--- config.mk ---
export PLATFORM = sky130hd
export DESIGN_NAME = serial_frame_controller
export DESIGN_NICKNAME = d
export VERILOG_FILES = /design/src/rtl/serial_pkg.sv /design/src/rtl/frame_shift_reg.sv /design/src/rtl/serial_frame_controller.sv
export SDC_FILE = /design/constraint.sdc
export NUM_CORES = 1
export LEC_CHECK = 0
export ABC_AREA = 0
export CELL_PAD_IN_SITES_DETAIL_PLACEMENT = 0
export CELL_PAD_IN_SITES_GLOBAL_PLACEMENT = 1
export CORE_MARGIN = 2
export CORE_UTILIZATION = 34
export CTS_CLUSTER_SIZE = 16
export DETAILED_ROUTE_END_ITERATION = 8
export GPL_TIMING_DRIVEN = 0
export PLACE_DENSITY_LB_ADDON = 0.1
export SETUP_SLACK_MARGIN = 0.02
export SYNTH_ARGS = -nofsm -noshare
export SYNTH_HDL_FRONTEND = slang
export SYNTH_SLANG_ARGS = --single-unit
export TNS_END_PERCENT = 10
--- constraint.sdc ---
create_clock -name clk -period 1 [get_ports clk]
set_input_delay 0.25 -clock clk [delete_from_list [all_inputs] [get_ports clk]]
set_output_delay 0.25 -clock clk [all_outputs]
set_load 0.01 [all_outputs]
--- src/rtl/serial_pkg.sv ---
// Shared definitions for the serial frame receiver: FSM state encoding and
// the default stop-bit level.
package serial_pkg;

  typedef enum logic [1:0] {
    ST_IDLE  = 2'd0,
    ST_SHIFT = 2'd1,
    ST_STOP  = 2'd2,
    ST_HOLD  = 2'd3
  } state_e;

  localparam bit STOP_LEVEL_DEFAULT = 1'b0;

endpackage

--- src/rtl/frame_shift_reg.sv ---
// Right-shifting payload register. New bits enter at the MSB, so the first
// bit received ends up in pout[0] once WIDTH bits have been shifted in.
module frame_shift_reg #(
  parameter int WIDTH = 8
) (
  input  logic             clk,
  input  logic             rst,
  input  logic             en,
  input  logic             serial_in,
  output logic [WIDTH-1:0] pout
);

  logic [WIDTH-1:0] sr_q;
  logic [WIDTH-1:0] sr_d;

  generate
    if (WIDTH == 1) begin : g_single
      always_comb begin
        sr_d = sr_q;
        if (en) sr_d = serial_in;
      end
    end else begin : g_multi
      // NOTE: every always_comb output gets a default first so no path can infer a latch.
      always_comb begin
        sr_d = sr_q;
        if (en) sr_d = {serial_in, sr_q[WIDTH-1:1]};
      end
    end
  endgenerate

  // NOTE: state flops use non-blocking assignments so every flop samples pre-edge values.
  always_ff @(posedge clk or posedge rst) begin
    if (rst) sr_q <= '0;
    else     sr_q <= sr_d;
  end

  assign pout = sr_q;

endmodule

--- src/rtl/serial_frame_controller.sv ---
// Serial frame receiver: detects a start rise, shifts DATA_BITS payload bits,
// checks the stop bit and holds the frame until the consumer accepts it.
module serial_frame_controller
  import serial_pkg::*;
#(
  parameter int DATA_BITS  = 8,
  parameter bit STOP_LEVEL = STOP_LEVEL_DEFAULT
) (
  input  logic                 clk,
  input  logic                 rst,
  input  logic                 serial_in,
  input  logic                 data_ready,
  output logic [DATA_BITS-1:0] data_out,
  output logic                 data_valid,
  output logic                 busy,
  output logic                 frame_err,
  output logic                 overrun_err,
  output logic                 wake_transmitter
);

  localparam int               CNT_W    = $clog2(DATA_BITS + 1);
  localparam logic [CNT_W-1:0] LAST_CNT = CNT_W'(DATA_BITS - 1);

  state_e           state_q, state_d;
  logic [CNT_W-1:0] cnt_q, cnt_d;
  logic             prev_in_q, prev_in_d;
  logic             frame_err_q, frame_err_d;
  logic             overrun_err_q, overrun_err_d;
  logic             wake_q, wake_d;
  logic             rise;
  logic             shift_en;

  assign rise = serial_in & ~prev_in_q;

  // prev_in resets high so a line already idling high at reset release is not a start.
  always_ff @(posedge clk or posedge rst) begin
    if (rst) begin
      state_q       <= ST_IDLE;
      cnt_q         <= '0;
      prev_in_q     <= 1'b1;
      frame_err_q   <= 1'b0;
      overrun_err_q <= 1'b0;
      wake_q        <= 1'b0;
    end else begin
      state_q       <= state_d;
      cnt_q         <= cnt_d;
      prev_in_q     <= prev_in_d;
      frame_err_q   <= frame_err_d;
      overrun_err_q <= overrun_err_d;
      wake_q        <= wake_d;
    end
  end

  always_comb begin
    state_d   = state_q;
    cnt_d     = cnt_q;
    prev_in_d = serial_in;
    case (state_q)
      ST_IDLE: begin
        if (rise) begin
          state_d = ST_SHIFT;
          cnt_d   = '0;
        end
      end
      ST_SHIFT: begin
        cnt_d = cnt_q + CNT_W'(1);
        if (cnt_q == LAST_CNT) state_d = ST_STOP;
      end
      ST_STOP: begin
        state_d = (serial_in == STOP_LEVEL) ? ST_HOLD : ST_IDLE;
      end
      ST_HOLD: begin
        if (data_ready) state_d = ST_IDLE;
      end
      default: state_d = ST_IDLE;
    endcase
  end

  // A rise seen in HOLD is only flagged; it never starts a frame, even on the accepting edge.
  always_comb begin
    shift_en      = (state_q == ST_SHIFT);
    busy          = (state_q != ST_IDLE);
    data_valid    = (state_q == ST_HOLD);
    frame_err_d   = (state_q == ST_STOP) && (serial_in != STOP_LEVEL);
    overrun_err_d = (state_q == ST_HOLD) && rise;
    wake_d        = (state_q == ST_HOLD) && data_ready;
  end

  assign frame_err        = frame_err_q;
  assign overrun_err      = overrun_err_q;
  assign wake_transmitter = wake_q;

  frame_shift_reg #(
    .WIDTH (DATA_BITS)
  ) u_shift (
    .clk       (clk),
    .rst       (rst),
    .en        (shift_en),
    .serial_in (serial_in),
    .pout      (data_out)
  );

endmodule

==> impl_metrics.env, run 1 <==
export IMPL_status="finished, violations left"
export IMPL_violations="setup timing"
export IMPL_avgSynthCellArea_um2=13.14
export IMPL_rows=17
export IMPL_drt_wl_total_um=1362
export IMPL_syn2layout_area_growth_pct=29.88
export IMPL_ys_types=25
export IMPL_final_hold_viol_count=0
export IMPL_cts_root_buf="clkbuf_4"
export IMPL_cts_tree="built"
export IMPL_worstMarginPinSlew_ps=690.2
export IMPL_first_global_vias=491
export IMPL_clkSinkCount=18
export IMPL_switchingPower_mw=1.108
export IMPL_timing_rr_end="u_shift.pout[2]"
export IMPL_hold_ws_ps=355.0
export IMPL_clockBufferDepth=2
export IMPL_crit_path_end_kind="output pin"
export IMPL_pwr_share_comb_pct=48.4
export IMPL_drive_gt1_share_pct=35.80
export IMPL_critical_path_required_ps=750
export IMPL_tritoncts_num_buffers=3
export IMPL_utilization_pct=45.62
export IMPL_start_util_pct=35.12
export IMPL_synth_cell_area_um2=762.0
export IMPL_antenna_diode_count=0
export IMPL_remaining_drc_errors=0
export IMPL_critPathMaxFanout=4
export IMPL_insertion_delay_ps=290
export IMPL_setup_ws_ps=-423.0
export IMPL_period_minus_slack_ps=1423
export IMPL_die_h_um=51.34
export IMPL_grtUsageTotal_pct=12.00
export IMPL_worstRegToRegCells=4
export IMPL_pin_count=17
export IMPL_power_frac_seq_pct=40.0
export IMPL_reg2reg_slack_ps=-270
export IMPL_nets=87
export IMPL_drv_slew=0
export IMPL_num_vias=516
export IMPL_via_per_inst=4.734
export IMPL_grt_max_degree=19
export IMPL_antenna_found_initial=0
export IMPL_coreArea_mm2=0.002170
export IMPL_cp_arrival_ps=1170
export IMPL_drtAntennaViolNets=0
export IMPL_power_mw=3.186
export IMPL_yosysWarnings=0
export IMPL_hold_path_class="in -> async"
export IMPL_grt_overflow=0
export IMPL_wl_per_cell_um=12.50
export IMPL_drt_initial_drc_count=6
export IMPL_dieArea_mm2=0.002636
export IMPL_syn_nets=63
export IMPL_peakVddDrop_mv=1.304
export IMPL_post_dp_hpwl_um=898.9
export IMPL_leakage_nw=0.4649
export IMPL_die_w_um=51.34
export IMPL_grt_pass1_wl_um=2263
export IMPL_drv_cap=0
export IMPL_p_int_mw=2.078
export IMPL_maxSlewHeadroom_pct=53.93
export IMPL_port_buffers=16
export IMPL_synth_seq_cells=18
export IMPL_power_density_mw_per_mm2=3219
export IMPL_first_pass_iters=3
export IMPL_clk_pin_slew_worst_paths_ps=100
export IMPL_critPathLaunchType="flop"
export IMPL_gp_congestion=0.7005
export IMPL_startpoint="state_q[1]"
export IMPL_netlist_instances=58
export IMPL_p_clk_share_pct=11.6
export IMPL_ys_seq_area_share_pct=59.28
export IMPL_setup_viol=27
export IMPL_swShare_pct=34.78
export IMPL_grt_setup_unrepaired="yes"
export IMPL_crit_end="busy"
export IMPL_htreeDepth=1
export IMPL_clock_fmax_ghz=0.7028
export IMPL_finalCritPeriodShare_pct=142.3
export IMPL_clock_skew_ps=1.882
export IMPL_r2r_start="state_q[1]"
export IMPL_worstSetupPathType="reg -> out"
-- timing repair --
| item | CTS | global route |
|---|---|---|
| hold buffers | 0 | 0 |
| setup endpoints to repair | 28 | 27 |
| setup buffers | 3 | 0 |
| gates resized for setup | 60 | 2 |
| pin swaps | 4 | 0 |
-- per-layer routing --
metal  routed length, µm  GRT usage [%]
met4                  12          6.579
met1                 661          15.54
met3                  43          3.801
met5                   0              0
met2                 645          17.75
-- state kept, by name, summed over array words and instances (netlist names) --
name              flops
frame_err             1
wake_transmitter      1
u_shift.pout          8
overrun_err           1
state_q               2
cnt_q                 4
prev_in_q             1
-- power by group through the flow --
stage	registers [mW]	logic (mW)	clock network, mW
floorplan	1.35	0.855	0
global placement	1.29	1.53	0
detailed placement	1.30	1.55	0
CTS	1.28	1.54	0.393
global route	1.33	1.69	0.416
finish	1.27	1.54	0.369
-- synth_stat cells --
cell / count / share of area, %
a21oi_1: 1 / 0.66
a22o_1: 3 / 3.4
a31oi_1: 1 / 0.82
a32oi_1: 1 / 1.1
and2_1: 2 / 1.6
and3_1: 1 / 0.82
buf_2: 1 / 0.66
buf_6: 1 / 1.5
clkbuf_1: 1 / 0.49
dfrtp_1: 17 / 56
dfstp_2: 1 / 3.4
ha_1: 1 / 1.6
inv_1: 2 / 0.99
mux2_1: 9 / 13
mux2_2: 1 / 1.5
mux2i_1: 1 / 1.3
nand2_1: 2 / 0.99
nand2b_1: 3 / 2.5
nand3_1: 1 / 0.66
nor2_1: 2 / 0.99
nor2b_1: 2 / 1.6
o21bai_1: 1 / 0.99
o21bai_2: 1 / 1.5
or2_2: 1 / 0.82
or3_1: 1 / 0.82
-- logic make-up (layout without fill, tap and decap cells) --
| kind of cell | Yosys count | after routing | synth area share, % |
|---|---|---|---|
| AND/OR/NAND/NOR | 15 | 15 | 10.84 |
| AO/OA/AOI/OAI | 8 | 8 | 8.540 |
| buffers and inverters | 5 | 28 | 3.612 |
| adder cells (fa/ha/maj) | 1 | 1 | 1.642 |
| multiplexers | 11 | 11 | 16.09 |
| flip-flops | 18 | 18 | 59.28 |
-- per-stage QoR --
stage                     cell area [µm²]  worst slack (ps)  std cells  TNS, ps
after floorplan                     767.0            -112.6         58    -1209
after global placement              962.2            -658.8        102   -10370
after detailed placement            962.2            -649.9        102    -9931
after CTS                           979.7            -436.8        109    -4928
after global routing                989.7            -461.7        109    -5872
final                               989.7            -423.0        109    -4671
-- cell usage in the layout, fill, tap and decap left out, types with 2 or more instances in the layout --
cell / instances
inv_1: 2
nand2_1: 2
buf_6: 3
nor2_1: 2
clkdlybuf4s50_1: 3
nand2b_1: 3
dfrtp_1: 17
mux2_1: 9
a22o_1: 3
buf_2: 11
buf_4: 4
clkbuf_4: 3
and2_1: 2
-- critical path, stage by stage (launching register included) --
cell and delay, ps:
dfrtp_1 400, buf_6 130, or2_4 240, buf_6 120
-- area by class of cell --
class / instances / area (µm²)
Tap cell: 28 / 35.03
Multi-Input combinational cell: 35 / 306.5
Fill cell: 224 / 1180
Timing Repair Buffer: 19 / 130.1
Clock buffer: 4 / 26.28
Inverter: 2 / 7.507
Buffer: 3 / 32.53
Sequential cell: 18 / 451.7
-- how the worst min path moves through the flow --
stage                            endpoint  cells after the start  slack (ps)             from
final                     u_shift.pout[3]                      2         360              rst
after global routing      u_shift.pout[2]                      2         390              rst
after CTS                 u_shift.pout[3]                      2         360              rst
after detailed placement  u_shift.pout[0]                      1         480  u_shift.pout[0]
after global placement    u_shift.pout[0]                      1         470  u_shift.pout[0]
after floorplan                  cnt_q[0]                      1         190              rst
(Power assumes the default switching activity.)
==> run 2: changes to the inputs <==
--- a/config.mk
+++ b/config.mk
@@ -8,8 +8,9 @@
 export ABC_AREA = 0
 export CELL_PAD_IN_SITES_DETAIL_PLACEMENT = 0
 export CELL_PAD_IN_SITES_GLOBAL_PLACEMENT = 1
-export CORE_MARGIN = 2
-export CORE_UTILIZATION = 34
+export CORE_MARGIN = 3
+export CORE_UTILIZATION = 36
+export CTS_BUF_LIST = sky130_fd_sc_hd__clkbuf_4
 export CTS_CLUSTER_SIZE = 16
 export DETAILED_ROUTE_END_ITERATION = 8
 export GPL_TIMING_DRIVEN = 0
==> impl_metrics.env, run 2 (same netlist as run 1, synthesis figures left out) <==
export IMPL_via_per_inst=4.864
export IMPL_violations="setup timing"
export IMPL_port_buffers=16
export IMPL_leakage_nw=0.4973
export IMPL_coreArea_mm2=0.001982
export IMPL_grt_max_degree=19
export IMPL_utilization_pct=52.15
export IMPL_remaining_drc_errors=0
export IMPL_gp_congestion=0.7007
export IMPL_num_vias=535
export IMPL_final_hold_viol_count=0
export IMPL_rows=16
export IMPL_grt_setup_unrepaired="yes"
export IMPL_antenna_found_initial=0
export IMPL_cts_tree="built"
export IMPL_cp_slowest_cell="dfrtp_1"
export IMPL_power_frac_seq_pct=37.0
export IMPL_clockBufferDepth=2
export IMPL_start_util_pct=38.45
export IMPL_critPathLaunchType="flop"
export IMPL_final_common_cell="dfrtp_1"
export IMPL_setup_ws_ps=-434.0
export IMPL_clock_skew_ps=1.924
export IMPL_drtAntennaViolNets=0
export IMPL_die_w_um=52.01
export IMPL_hold_ws_ps=353.5
export IMPL_drv_cap=0
export IMPL_crit_path_end_kind="output pin"
export IMPL_antenna_diode_count=0
export IMPL_swShare_pct=33.76
export IMPL_p_int_mw=2.281
export IMPL_nets=89
export IMPL_first_global_vias=610
export IMPL_syn2layout_area_growth_pct=35.63
export IMPL_htreeDepth=1
export IMPL_post_dp_hpwl_um=932.8
export IMPL_pwr_share_comb_pct=52.2
export IMPL_grtUsageTotal_pct=13.54
export IMPL_worstSetupPathType="reg -> out"
export IMPL_drive_gt1_share_pct=40.96
export IMPL_drv_slew=0
export IMPL_critical_path_required_ps=750
export IMPL_power_mw=3.443
export IMPL_die_h_um=52.01
export IMPL_switchingPower_mw=1.162
export IMPL_period_minus_slack_ps=1434
export IMPL_cpPeakStageDelay_ps=400
export IMPL_worstMarginPinSlew_ps=694.6
export IMPL_drt_wl_total_um=1427
export IMPL_tritoncts_num_buffers=3
export IMPL_power_density_mw_per_mm2=3332
export IMPL_postCtsHoldBufs=0
export IMPL_cts_root_buf="clkbuf_4"
export IMPL_grt_overflow=0
export IMPL_clock_fmax_ghz=0.6974
export IMPL_status="finished, violations left"
export IMPL_insertion_delay_ps=290
export IMPL_cp_arrival_ps=1180
export IMPL_first_pass_iters=4
export IMPL_dieArea_mm2=0.002705
export IMPL_fin_cells=110
export IMPL_clk_pin_slew_worst_paths_ps=100
export IMPL_p_clk_share_pct=10.8
export IMPL_maxSlewHeadroom_pct=53.64
export IMPL_wl_per_cell_um=12.97
export IMPL_finalCritPeriodShare_pct=143.4
export IMPL_largest_reg_flops=8
export IMPL_pin_count=17
export IMPL_hold_path_class="in -> async"
export IMPL_drt_initial_drc_count=4
export IMPL_critPathMaxFanout=3
export IMPL_grt_pass1_wl_um=2622
export IMPL_placed_cells=101
export IMPL_setup_viol=28
export IMPL_crit_chain="clkbuf_8, or2_4, buf_6"
export IMPL_clkSinkCount=18
export IMPL_layout_common_cells="dfrtp_1 (17), buf_2 (11), mux2_1 (6), buf_6 (5)"
export IMPL_peakVddDrop_mv=1.908
==> run 2: through the flow <==
step	worst slack [ps]	TNS (ps)	area, µm²
floorplan	-112.6	-1209	767.0
global placement	-655.0	-10230	960.9
detailed placement	-648.6	-10410	960.9
CTS	-445.2	-5410	988.4
global route	-482.2	-5837	1033
finish	-434.0	-4503	1033
==> run 2: timing repair <==
action / in CTS / in global routing
pin swaps: 3 / 2
buffers inserted: 5 / 0
gates resized for setup: 60 / 10
endpoints found under the setup margin: 28 / 28
==> run 2: layout make-up <==
type	count	area (µm²)
sequential	18	451.7
clock inverter	1	3.754
tap	27	33.78
inverter	2	7.507
clock buffer	3	22.52
timing repair buffer	21	152.6
buffer	3	40.04
multi-input combinational	35	321.6
fill	190	948.4
==> run 2: layer usage <==
metal | vias to the layer above | global-route usage, % | routed length [µm]
li1 | 255 | - | -
met1 | 262 | 17.12 | 673
met2 | 13 | 20.08 | 635
met3 | 5 | 4.298 | 75
met4 | 0 | 7.860 | 42
met5 | - | 0 | 0
==> run 2: final timing paths <==
path	startpoint	end	slack (ps)	cells past startpoint
max in group asynchronous	rst	u_shift.pout[5]	210	2
worst min register to register	u_shift.pout[0]	u_shift.pout[0]	510	1
worst max register to register	state_q[1]	state_q[1]	-250	4
worst min-delay path	rst	u_shift.pout[2]	350	2
worst max-delay path	state_q[0]	busy	-430	3
min in group clk	serial_in	prev_in_q	470	1
==> run 2: critical path: cells and delay by family, from the launching register on <==
family	cells	cell delay, ps
buffers and inverters	2	270
DFF	1	400
and+or+nand+nor	1	220
==> run 2: power by group through the flow <==
stage                     clock network, mW  registers [mW]  logic (mW)
after global routing                  0.416            1.34        1.99
after detailed placement                  0            1.30        1.55
after CTS                             0.387            1.27        1.61
after floorplan                           0            1.35       0.855
final                                 0.371            1.27        1.80
after global placement                    0            1.29        1.53
==> run 3: changes to the inputs <==
--- a/config.mk
+++ b/config.mk
@@ -13,7 +13,6 @@
 export CTS_BUF_LIST = sky130_fd_sc_hd__clkbuf_4
 export CTS_CLUSTER_SIZE = 16
 export DETAILED_ROUTE_END_ITERATION = 8
-export GPL_TIMING_DRIVEN = 0
 export PLACE_DENSITY_LB_ADDON = 0.1
 export SETUP_SLACK_MARGIN = 0.02
 export SYNTH_ARGS = -nofsm -noshare
==> impl_metrics.env, run 3 (same netlist as run 1, synthesis figures left out) <==
export IMPL_pin_count=17
export IMPL_clock_fmax_ghz=0.7121
export IMPL_leakage_nw=0.5685
export IMPL_coreArea_mm2=0.001982
export IMPL_drt_initial_drc_count=7
export IMPL_critPathMaxFanout=5
export IMPL_drive_gt1_share_pct=56.38
export IMPL_drtAntennaViolNets=0
export IMPL_finalInstanceArea_mm2=0.001147
export IMPL_drv_slew=0
export IMPL_fin_cells=121
export IMPL_cp_arrival_ps=1580
export IMPL_num_vias=545
export IMPL_insertion_delay_ps=290
export IMPL_htreeDepth=1
export IMPL_setup_ws_ps=-404.3
export IMPL_remaining_drc_errors=0
export IMPL_crit_path_end_kind="flop"
export IMPL_cts_root_buf="clkbuf_4"
export IMPL_first_pass_iters=4
export IMPL_setup_viol=27
export IMPL_maxSlewHeadroom_pct=86.85
export IMPL_grt_pass1_wl_um=2622
export IMPL_placed_cells=112
export IMPL_worstMarginPinSlew_ps=196.9
export IMPL_drt_wl_total_um=1586
export IMPL_antenna_diode_count=0
export IMPL_grt_max_degree=19
export IMPL_antenna_found_initial=0
export IMPL_die_h_um=52.01
export IMPL_nets=100
export IMPL_pre_cts_slack_ps=-440.2
export IMPL_tritoncts_num_buffers=3
export IMPL_hold_path_class="in -> async"
export IMPL_postPlaceCellArea_mm2=0.001056
export IMPL_die_w_um=52.01
export IMPL_grt_overflow=0
export IMPL_via_per_inst=4.504
export IMPL_power_mw=3.939
export IMPL_gp_congestion=0.7134
export IMPL_first_global_vias=560
export IMPL_dieArea_mm2=0.002705
export IMPL_reg2reg_slack_ps=-400
export IMPL_power_density_mw_per_mm2=3433
export IMPL_clk_pin_slew_worst_paths_ps=100
export IMPL_peakVddDrop_mv=1.787
export IMPL_period_minus_slack_ps=1404
export IMPL_num_fill_cells=174
export IMPL_layout_common_cells="dfrtp_1 (17), buf_2 (11), buf_4 (11), buf_6 (9), mux2_4 (8)"
export IMPL_start_util_pct=38.45
export IMPL_status="finished, violations left"
export IMPL_finalSetupTns_ps=-5929
export IMPL_syn2layout_area_growth_pct=50.57
export IMPL_violations="setup timing"
export IMPL_drv_cap=0
export IMPL_grt_setup_unrepaired="yes"
export IMPL_final_hold_viol_count=0
export IMPL_clockBufferDepth=2
export IMPL_utilization_pct=57.89
export IMPL_wl_per_cell_um=13.11
export IMPL_rows=16
export IMPL_finalCritPeriodShare_pct=140.4
export IMPL_post_dp_hpwl_um=982.6
export IMPL_clkSinkCount=18
export IMPL_cts_tree="built"
export IMPL_worstSetupPathType="reg -> reg"
export IMPL_critPathLaunchType="flop"
export IMPL_hold_ws_ps=255.1
export IMPL_postCtsHoldBufs=0
export IMPL_grtUsageTotal_pct=13.72
export IMPL_largest_reg_flops=8
export IMPL_final_common_cell="dfrtp_1"
export IMPL_critical_path_required_ps=1180
export IMPL_port_buffers=16
export IMPL_clock_skew_ps=3.697
-- run 3: changes by cell type in the layout (fill, tap and decap cells not counted), moves of 4 or more --
cell,change
buf_4,+8
mux2_1,-5
buf_6,+4
mux2_4,+5
-- run 3: layout make-up --
class                      instances  area [µm²]  share of cell area (%)
timing repair buffer              35       289.0                   25.19
clock buffer                       3       22.52                   1.963
clock inverter                     1       3.754                  0.3272
multi-input combinational         35       339.1                   29.55
inverter                           2       7.507                  0.6543
sequential                        18       451.7                   39.37
tap                               27       33.78                   2.944
-- run 3: path summary, 6_finish.rpt --
| path | start | end | depth (start not counted) |
|---|---|---|---|
| setup / recovery | state_q[0] | cnt_q[0] | 6 |
| hold / removal | rst | u_shift.pout[1] | 3 |
| setup reg to reg | state_q[0] | cnt_q[0] | 6 |
| hold reg to reg | u_shift.pout[0] | u_shift.pout[0] | 1 |
| max in group asynchronous | rst | prev_in_q | 3 |
| min in group clk | u_shift.pout[0] | u_shift.pout[0] | 1 |
-- run 3: worst max-delay path, cell delays in order, from the launching register on --
cell and delay, ps:
dfrtp_1 440, buf_6 140, buf_6 100, nor2b_4 130, buf_6 130, buf_6 110, mux2_2 250
-- run 3: metal layers --
layer  vias up  share of wire, %  global-route usage (%)
li1        276                 -                       -
met1       259                51                   19.31
met2         8                44                   19.04
met3         2               3.8                   3.152
met4         0               1.1                   7.860
met5         -                 0                       0
-- run 3: what timing repair did --
| action | CTS | global route |
|---|---|---|
| gates cloned | 1 | 0 |
| pin swaps | 6 | 1 |
| buffers inserted | 3 | 1 |
| endpoints found under the setup margin | 27 | 29 |
| resized for setup | 75 | 3 |
-- run 3: where the power goes --
part / switching (mW) / internal [mW]
Combinational: 0.830 / 1.45
Sequential: 0.239 / 1.05
Clock: 0.219 / 0.145
Total: 1.29 / 2.65
